## src/rtl/alu_serial_addsub_if.sv

```systemverilog
`default_nettype none
// ============================================================================
// Module      : alu_serial_addsub_if
// Description : Handshake/operand bundle for the digit-serial add/subtract
//               engine.
//               master : drives start/op/a/b, observes busy/done/result/flags
//               slave  : the engine itself
//   start  request, sampled only while the engine is idle
//   op     0 = a+b, 1 = a-b
//   a, b   two's complement operands (WIDTH bits)
//   busy   engine is running or presenting a completion
//   done   one-cycle completion pulse
//   result sum/difference modulo 2^WIDTH
//   zf/sf/of  zero, sign and signed-overflow condition codes
// Revision    : 1.0 - initial release
// ============================================================================
interface alu_serial_addsub_if #(
  parameter int WIDTH = 64
);
  logic             start;
  logic             op;
  logic [WIDTH-1:0] a;
  logic [WIDTH-1:0] b;
  logic             busy;
  logic             done;
  logic [WIDTH-1:0] result;
  logic             zf;
  logic             sf;
  logic             of;

  modport master (
    output start, op, a, b,
    input  busy, done, result, zf, sf, of
  );

  modport slave (
    input  start, op, a, b,
    output busy, done, result, zf, sf, of
  );
endinterface
`default_nettype wire

```

## src/rtl/alu_serial_addsub.sv

```systemverilog
`default_nettype none
// ============================================================================
// Module      : alu_serial_addsub
// Description : Multi-cycle digit-serial add/subtract engine producing
//               Y86 condition codes (ZF/SF/OF). Operands are captured on an
//               accepted start and consumed DIGIT bits per cycle, LSB first.
//               Result and flags update only when an operation completes.
// Ports       : clk  rising-edge clock
//               rst  asynchronous active-high reset
//               bus  alu_serial_addsub_if.slave (start/op/a/b in,
//                    busy/done/result/zf/sf/of out)
// Revision    : 1.0 - initial release
// ============================================================================
module alu_serial_addsub #(
  parameter int WIDTH = 64,
  parameter int DIGIT = 8
) (
  input  wire                   clk,
  input  wire                   rst,
  alu_serial_addsub_if.slave    bus
);

  localparam int N  = WIDTH / DIGIT;
  localparam int CW = (N > 1) ? $clog2(N) : 1;
  localparam logic [CW-1:0] C_LAST = CW'(N - 1);

  typedef enum logic [1:0] {
    S_IDLE = 2'd0,
    S_RUN  = 2'd1,
    S_DONE = 2'd2
  } state_t;

  state_t           r_state;
  state_t           w_state_next;

  logic [WIDTH-1:0] r_a;
  logic [WIDTH-1:0] r_b;       // already complemented for subtraction
  logic             r_carry;
  logic             r_op;
  logic             r_sa;      // original operand signs, kept for OF
  logic             r_sb;
  logic [CW-1:0]    r_cnt;
  logic [WIDTH-1:0] r_shadow;  // partial sum, never visible on the outputs

  logic [WIDTH-1:0] r_result;
  logic             r_zf;
  logic             r_sf;
  logic             r_of;
  logic             r_done;

  logic [DIGIT:0]   w_sum;
  logic [WIDTH-1:0] w_shadow_next;
  logic             w_last;
  logic             w_sr;
  logic             w_of;

  // One digit of the ripple: low digit of each operand plus incoming carry.
  assign w_sum = {1'b0, r_a[DIGIT-1:0]} + {1'b0, r_b[DIGIT-1:0]}
               + {{DIGIT{1'b0}}, r_carry};

  // New digit enters at the MSB end so after N shifts digit 0 sits at bit 0.
  generate
    if (DIGIT == WIDTH) begin : g_single_digit
      assign w_shadow_next = w_sum[DIGIT-1:0];
    end else begin : g_multi_digit
      assign w_shadow_next = {w_sum[DIGIT-1:0], r_shadow[WIDTH-1:DIGIT]};
    end
  endgenerate

  assign w_last = (r_cnt == C_LAST);
  assign w_sr   = w_shadow_next[WIDTH-1];
  // Subtraction overflows when the operand signs differ, addition when they
  // match; in both cases the result sign disagrees with operand A.
  assign w_of   = (r_op ? (r_sa != r_sb) : (r_sa == r_sb)) & (w_sr != r_sa);

  // --------------------------------------------------------------------------
  // State register
  // --------------------------------------------------------------------------
  always_ff @(posedge clk or posedge rst) begin
    if (rst) begin
      r_state <= S_IDLE;
    end else begin
      r_state <= w_state_next;
    end
  end

  // --------------------------------------------------------------------------
  // Next-state logic
  // --------------------------------------------------------------------------
  always_comb begin
    w_state_next = r_state;
    case (r_state)
      S_IDLE:  if (bus.start) w_state_next = S_RUN;
      S_RUN:   if (w_last)    w_state_next = S_DONE;
      S_DONE:                 w_state_next = S_IDLE;
      default:                w_state_next = S_IDLE;
    endcase
  end

  // --------------------------------------------------------------------------
  // Datapath: capture, digit-serial add, completion write-back
  // --------------------------------------------------------------------------
  always_ff @(posedge clk or posedge rst) begin
    if (rst) begin
      r_a      <= '0;
      r_b      <= '0;
      r_carry  <= 1'b0;
      r_op     <= 1'b0;
      r_sa     <= 1'b0;
      r_sb     <= 1'b0;
      r_cnt    <= '0;
      r_shadow <= '0;
      r_result <= '0;
      r_zf     <= 1'b0;
      r_sf     <= 1'b0;
      r_of     <= 1'b0;
      r_done   <= 1'b0;
    end else begin
      r_done <= 1'b0;
      case (r_state)
        S_IDLE: begin
          if (bus.start) begin
            // a - b is computed as a + ~b + 1: the +1 rides in as the carry.
            r_a     <= bus.a;
            r_b     <= bus.op ? ~bus.b : bus.b;
            r_carry <= bus.op;
            r_op    <= bus.op;
            r_sa    <= bus.a[WIDTH-1];
            r_sb    <= bus.b[WIDTH-1];
            r_cnt   <= '0;
          end
        end
        S_RUN: begin
          r_a      <= r_a >> DIGIT;
          r_b      <= r_b >> DIGIT;
          r_carry  <= w_sum[DIGIT];
          r_shadow <= w_shadow_next;
          r_cnt    <= r_cnt + CW'(1);
          if (w_last) begin
            r_result <= w_shadow_next;
            r_zf     <= (w_shadow_next == '0);
            r_sf     <= w_sr;
            r_of     <= w_of;
            r_done   <= 1'b1;
          end
        end
        default: ;
      endcase
    end
  end

  assign bus.busy   = (r_state != S_IDLE);
  assign bus.done   = r_done;
  assign bus.result = r_result;
  assign bus.zf     = r_zf;
  assign bus.sf     = r_sf;
  assign bus.of     = r_of;

endmodule
`default_nettype wire

```

## src/flat_wrapper.sv

```systemverilog
// flat-port wrapper written by rule: the top's interface ports become plain ports
module alu_serial_addsub_flat 
#(
  parameter int WIDTH = 64,
  parameter int DIGIT = 8
)
  (clk, rst, bus_start, bus_op, bus_a, bus_b, bus_busy, bus_done, bus_result, bus_zf, bus_sf, bus_of);
  alu_serial_addsub_if #(.WIDTH(WIDTH)) bus_i ();
  input  wire clk;
  input  wire rst;
  input wire logic [$bits(bus_i.start)-1:0] bus_start;
  input wire logic [$bits(bus_i.op)-1:0] bus_op;
  input wire logic [$bits(bus_i.a)-1:0] bus_a;
  input wire logic [$bits(bus_i.b)-1:0] bus_b;
  output wire logic [$bits(bus_i.busy)-1:0] bus_busy;
  output wire logic [$bits(bus_i.done)-1:0] bus_done;
  output wire logic [$bits(bus_i.result)-1:0] bus_result;
  output wire logic [$bits(bus_i.zf)-1:0] bus_zf;
  output wire logic [$bits(bus_i.sf)-1:0] bus_sf;
  output wire logic [$bits(bus_i.of)-1:0] bus_of;
  assign bus_i.start = bus_start;
  assign bus_i.op = bus_op;
  assign bus_i.a = bus_a;
  assign bus_i.b = bus_b;
  assign bus_busy = bus_i.busy;
  assign bus_done = bus_i.done;
  assign bus_result = bus_i.result;
  assign bus_zf = bus_i.zf;
  assign bus_sf = bus_i.sf;
  assign bus_of = bus_i.of;
  alu_serial_addsub #(.WIDTH(WIDTH), .DIGIT(DIGIT)) u_core (.clk(clk), .rst(rst), .bus(bus_i));
endmodule
```

## config.mk

```make
export PLATFORM = sky130hd
export DESIGN_NAME = alu_serial_addsub_flat
export DESIGN_NICKNAME = d
export VERILOG_FILES = /design/src/rtl/alu_serial_addsub_if.sv /design/src/rtl/alu_serial_addsub.sv /design/src/flat_wrapper.sv
export SDC_FILE = /design/constraint.sdc
export NUM_CORES = 1
export LEC_CHECK = 0
export CORE_UTILIZATION = 30
export DETAILED_ROUTE_END_ITERATION = 16
export GPL_ROUTABILITY_DRIVEN = 0
export HOLD_SLACK_MARGIN = 0.12
export MAX_ROUTING_LAYER = met4
export PLACE_DENSITY_LB_ADDON = 0.12
export SLEW_MARGIN = 25
export SYNTH_ARGS = -nofsm -noshare
export SYNTH_HDL_FRONTEND = slang
export SYNTH_SLANG_ARGS = --single-unit
export TNS_END_PERCENT = 50
```

## constraint.sdc

```tcl
create_clock -name clk -period 14.8 [get_ports clk]
set_input_delay 2.96 -clock clk [delete_from_list [all_inputs] [get_ports clk]]
set_output_delay 2.96 -clock clk [all_outputs]
set_load 0.005 [all_outputs]
```

# Word level (Yosys, flattened, before mapping)

Cells that the tools add are included.

Word-level logic and storage cells: 49
Register bits after elaboration: 269
Bits of input ports: 132

Bitwise gates (word level): 2
Reduce and logical (&&, ||, !) cells: 8
Equal/unequal tests: 7
$add $sub $neg: 3
Multiplexer cells: 15

Operator list:

| operator                                                        | count |
|---|---|
| 64-bit case mux with 2 select lines                             | 2 |
| 64-bit two-way mux                                              | 3 |
| 64-bit logical NOT                                              | 1 |
| 64-bit NOT                                                      | 1 |
| 8-bit by 8-bit adder with 9-bit output                          | 1 |
| 9-bit by 1-bit adder with 9-bit output                          | 1 |
| 2-bit AND reduction                                             | 4 |
| 3-bit case mux with 2 select lines                              | 1 |
| 1-bit two-way mux                                               | 4 |
| 2-bit two-way mux                                               | 2 |
| 2-bit case mux with 2 select lines                              | 1 |
| 2-bit nonzero test                                              | 2 |
| 3-bit by 1-bit adder with 3-bit output, second input constant   | 1 |
| 3-bit == test, second input constant                            | 1 |
| 3-bit two-way mux                                               | 1 |
| 2-bit by 1-bit == test with 1-bit output, second input constant | 1 |
| 2-bit logical NOT                                               | 1 |
| 1-bit != test                                                   | 2 |
| 2-bit by 1-bit != test with 1-bit output, second input constant | 1 |
| 2-bit != test, second input constant                            | 1 |
| 1-bit case mux with 2 select lines                              | 1 |
| 1-bit AND                                                       | 1 |
| 1-bit == test                                                   | 1 |

# Longest topological paths before layout

Depth after elaboration: 4
Gate-level depth with buffers: 8
Mapped depth without buffers: 8

# Least setup slack after synthesis

OpenSTA, ideal clock, no wires.

Path type: in2reg
Start point: input port bus_op
End point: register u_core.r_b[11]
Path slack: 10.690 ns
Data required time: 14.674 ns
Data arrival time: 3.984 ns
Cell stages on the path: 6
Path through: clkbuf_1 buf_2 buf_2 xnor2_1 nor2_1 a221o_1

Cells in the longest elaborated chain, start to end: 3

RTL lines:

| item                                | RTL line                 | source |
|---|---|---|
| from (decl)                         | flat_wrapper.sv:12       | `input wire logic [$bits(bus_i.op)-1:0] bus_op;` |
| 64-bit two-way mux                  | alu_serial_addsub.sv:125 | `r_b <= bus.op ? ~bus.b : bus.b;` |
| 64-bit two-way mux                  | alu_serial_addsub.sv:122 | `if (bus.start) begin` |
| 64-bit case mux with 2 select lines | alu_serial_addsub.sv:120 | `case (r_state)` |
| to (signal assigned)                | alu_serial_addsub.sv:125 |  |
| to (signal assigned)                | alu_serial_addsub.sv:135 | `r_b <= r_b >> DIGIT;` |
| to (decl)                           | alu_serial_addsub.sv:37  | `logic [WIDTH-1:0] r_b;` |

Every way passes these cells. The select of a mux whose other input is x is not followed.
A chain may end at the register's enable or synchronous reset.

# Worst setup path after layout

Start point: register u_core.r_state[1]
End point: output port bus_busy

Cells in the longest elaborated chain, start to end: 1

RTL lines:

| item                   | RTL line                 | source |
|---|---|---|
| from (decl)            | alu_serial_addsub.sv:33  | `state_t r_state;` |
| from (signal assigned) | alu_serial_addsub.sv:83  | `r_state <= w_state_next;` |
| 2-bit nonzero test     | alu_serial_addsub.sv:152 | `assign bus.busy = (r_state != S_IDLE);` |
| to (decl)              | flat_wrapper.sv:15       | `output wire logic [$bits(bus_i.busy)-1:0] bus_busy;` |

Every way passes these cells.

==> results.yml <==
status:
  outcome: "finished clean"
pwr:
  power_density_over_cell_area_nw_per_um2: 218
  cell_internal_pwr_uw: 2020
  swShare_pct: 37.3
  ir_worst_vdd_mv: 0.134
  seq_power_share_pct: 40.0
  combinationalPowerShare_pct: 37.7
  leakage_uw: 0.00670
  power.net_switching_uw: 1200
  share_clk_of_total_power_pct: 22.3
sta:
  min_period_ns: 4.94
  finalSetupTns_ns: 0
  slew_headroom_pct: 32.2
  final-setup-viol-count: 0
  report.final.hold_viol_count: 0
  worst_slew_pin_slew_ns: 1.02
  max_clock_freq_mhz: 202
  rsz0062_at_grt: "false"
  hold-worst-slack_ns: 0.468
  clock_skew_ns: 0.0113
  post-route-period-util_pct: 33.4
  final_max_slew_viols: 0
critical_path:
  regToRegSetupSlack_ns: 11.97
  worst_setup_path_startpoint: "u_core.r_state[1]$_DFFE_PP0P_"
  r2r-end: "u_core.r_b[44]$_DFFE_PP0P_"
  critical_path_at_ns: 1.98
  criticalPathCategory: "register to output port"
  worst-r2r-cell-count: 6
  crit_end: "bus_busy"
  family_with_the_most_delay_on_the_worst_path: "buffers and inverters"
  worst_ep_required_time_ns: 11.84
  cpPeakStageDelay_ns: 0.47
  reg2reg_from: "u_core.r_state[0]$_DFFE_PP0P_"
  crit_path_end_kind: "output port"
  critical_path.slowest_cell: "clkdlybuf4s50_1"
  crit_path_cell_trace: "nor2_1 > inv_1 > clkdlybuf4s50_1"
  worst_setup_path_start_kind: "register"
  critical_path_peak_fanout: 3
  worst-path-stages: 3
  critPathBufInv: 2
floorplan:
  dieWidth_um: 197
  placeableCoreArea_um2: 37600
  initial_core_util_pct: 30.4
  row_count: 71
  fp.dieArea_um2: 38800
  die_y_um: 197
  top_level_ports: 201
cells_and_area:
  ff_latch_area_um2: 6510
  most_frequent_cells_in_the_layout: "455 x nand2_1, 260 x dfrtp_1, 199 x clkdlybuf4s50_1"
  fillerInstances: 3857
  final_core_utilization_pct: 39.4
  growth_of_design_area_from_synthesis_to_finish_pct: 29.8
  final_layout_size_suffix_gt1_share_pct: 5.35
  design.final.nets: 1523
  instances_no_fill: 1914
  multiInputGateArea_um2: 4560
  leading_cell_type_in_the_layout_fill_and_taps_excluded: "nand2_1"
  finalInstanceArea_um2: 14800
routing:
  route.final.wire_length_um: 31000
  post-route-drc-count: 0
  antenna_violating_nets_post_route: 0
  routed-via-count: 8872
  first_pass_drt_iterations: 4
  wl_per_cell_um: 16.2
  detail_route.iter0.violations: 525
  avgViaCountPerCell: 4.64
synthesis:
  synthDominantCellAreaShare_pct: 57.0
  postSynth.asyncResetShare_pct: 100
  netlist_instances: 1222
  yosys.area.top_type: "dfrtp_1"
  postSynthAreaPerCell_um2: 9.34
  yosys_most_used_dff: "dfrtp_1"
  synth_sequential_area_ratio_pct: 57.0
  synth_top_cells_by_area: "dfrtp_1 57%, nand2_1 15%, xnor2_1 5.0%"
  netlist_area_um2: 11400
  synth_cell_type_count: 41
  synth_fp_nets: 1365
  synthesis.yosys.warnings: 0
  synth_enable_flop_cells: 0
  yosys_register_bits: 260
clock_network:
  gates_resized_cts_repair: 0
  numClockSinks: 260
  post_cts_buffers: 0
  h-tree-depth: 1
  num_cts_buffers: 30
  cts_tree: "built"
  clk_latency_ns: 0.55
  cts.clk_slew.worst_paths_ns: 0.06
  clockBufferDepth: 3
  postCtsHoldBufs: 0
  cts-root-buf: "clkbuf_16"
place:
  number_of_placed_instances_taps_included: 1858
  postPlaceCellArea_um2: 13800
  place.port_buffers: 200
  hpwlAfterDp_um: 20300
global_route:
  pin_count_of_the_biggest_net_entering_global_routing: 133
  vias_in_the_first_global_route: 9057
  first_pass_grt_wire_length_um: 49700
  antenna_found_initial: 2
  globalRoute.totalOverflow: 0
  grtUsageTotal_pct: 16.6
worst_hold_path:
  worst_hold_path_type: "register to register"
job:
  maxCapViolCount: 0
[power by group through the flow]
stage          Sequential [µW]  Clock, µW  Combinational (µW)
2_1_floorplan             1210          0                 818
3_3_place_gp              1300          0                1220
3_5_place_dp              1300          0                1240
4_1_cts                   1300        745                1240
5_1_grt                   1330        770                1380
6_report                  1290        720                1210
[registers in the layout, summed over array words and instances (netlist names)]
name,count
u_core.bus.done,1
u_core.bus.of,1
u_core.bus.result,64
u_core.bus.zf,1
u_core.r_a,64
u_core.r_b,64
u_core.r_carry,1
u_core.r_cnt,3
u_core.r_op,1
u_core.r_sa,1
u_core.r_sb,1
u_core.r_shadow,56
u_core.r_state,2
[Yosys cell counts (all sizes together) (2+ instances only)]
cell type / count
ha: 9
o21ai: 27
nor4b: 2
nand4: 5
fa: 2
a211oi: 9
and2: 2
clkbuf: 46
xnor2: 65
a31oi: 56
inv: 8
a221o: 56
nor3: 3
nor2: 129
xor2: 5
a21oi: 4
mux2: 8
buf: 38
nand2: 457
nand2b: 2
dfrtp: 260
nor4: 15
[cells by family (layout without fill, tap and decap cells)]
| logic type | Yosys count | after routing | share of synthesized area (%) |
|---|---|---|---|
| AOI/OAI and AO/OA | 159 | 159 | 10.7 |
| xor gates and xnor gates | 70 | 70 | 5.44 |
| adders and majority gates | 11 | 11 | 1.34 |
| buffers and inverters | 92 | 271 | 3.36 |
| DFF | 260 | 260 | 57.0 |
| muxes | 9 | 9 | 0.877 |
| other | 0 | 2 | 0 |
| and+or+nand+nor | 621 | 621 | 21.3 |
[worst reg2reg max path, delay by kind of cell (launching register included)]
family	cells	cell delay, ns
simple gates	2	0.36
flops	1	0.42
buf+inv	3	1.55
compound gates	1	0.39
[worst min path at each step]
stage                                      start                                 to  slack [ns]  depth (start not counted)
5_1_grt         u_core.bus.result[0]$_DFFE_PP0P_   u_core.bus.result[0]$_DFFE_PP0P_        0.50                          2
4_1_cts        u_core.bus.result[31]$_DFFE_PP0P_  u_core.bus.result[31]$_DFFE_PP0P_        0.48                          2
3_5_place_dp   u_core.bus.result[31]$_DFFE_PP0P_  u_core.bus.result[31]$_DFFE_PP0P_        0.46                          2
3_3_place_gp   u_core.bus.result[32]$_DFFE_PP0P_  u_core.bus.result[32]$_DFFE_PP0P_        0.46                          2
2_1_floorplan         u_core.r_a[63]$_DFFE_PP0P_         u_core.r_a[63]$_DFFE_PP0P_        0.45                          2
6_report       u_core.bus.result[31]$_DFFE_PP0P_  u_core.bus.result[31]$_DFFE_PP0P_        0.47                          2
[area by class of cell]
cell class,instances,area share [%]
Antenna cell,2,0.0338
Clock buffer,51,6.49
Clock inverter,2,0.0676
Inverter,8,0.253
Multi-Input combinational cell,870,30.8
Sequential cell,260,43.9
Tap cell,511,4.32
Timing Repair Buffer,210,14.1
[per-layer routing]
layer	routed length [µm]	global-route usage (%)	share of wire, %	vias to the layer above
met3	1300	2.82	4.2	36
met5	0	-	0	-
met1	14400	21.9	46	4269
met2	14700	26.8	47	177
li1	-	-	-	4390
met4	607	3.56	2.0	0
[stage by stage]
| step | total power [µW] | worst slack (ns) |
|---|---|---|
| after floorplan | 2030 | 4.68 |
| after global placement | 2520 | 8.76 |
| after detailed placement | 2540 | 8.80 |
| after CTS | 3280 | 9.39 |
| after global routing | 3480 | 9.45 |
| final | 3220 | 9.86 |
No activity file was read; power rests on OpenSTA's default activity.
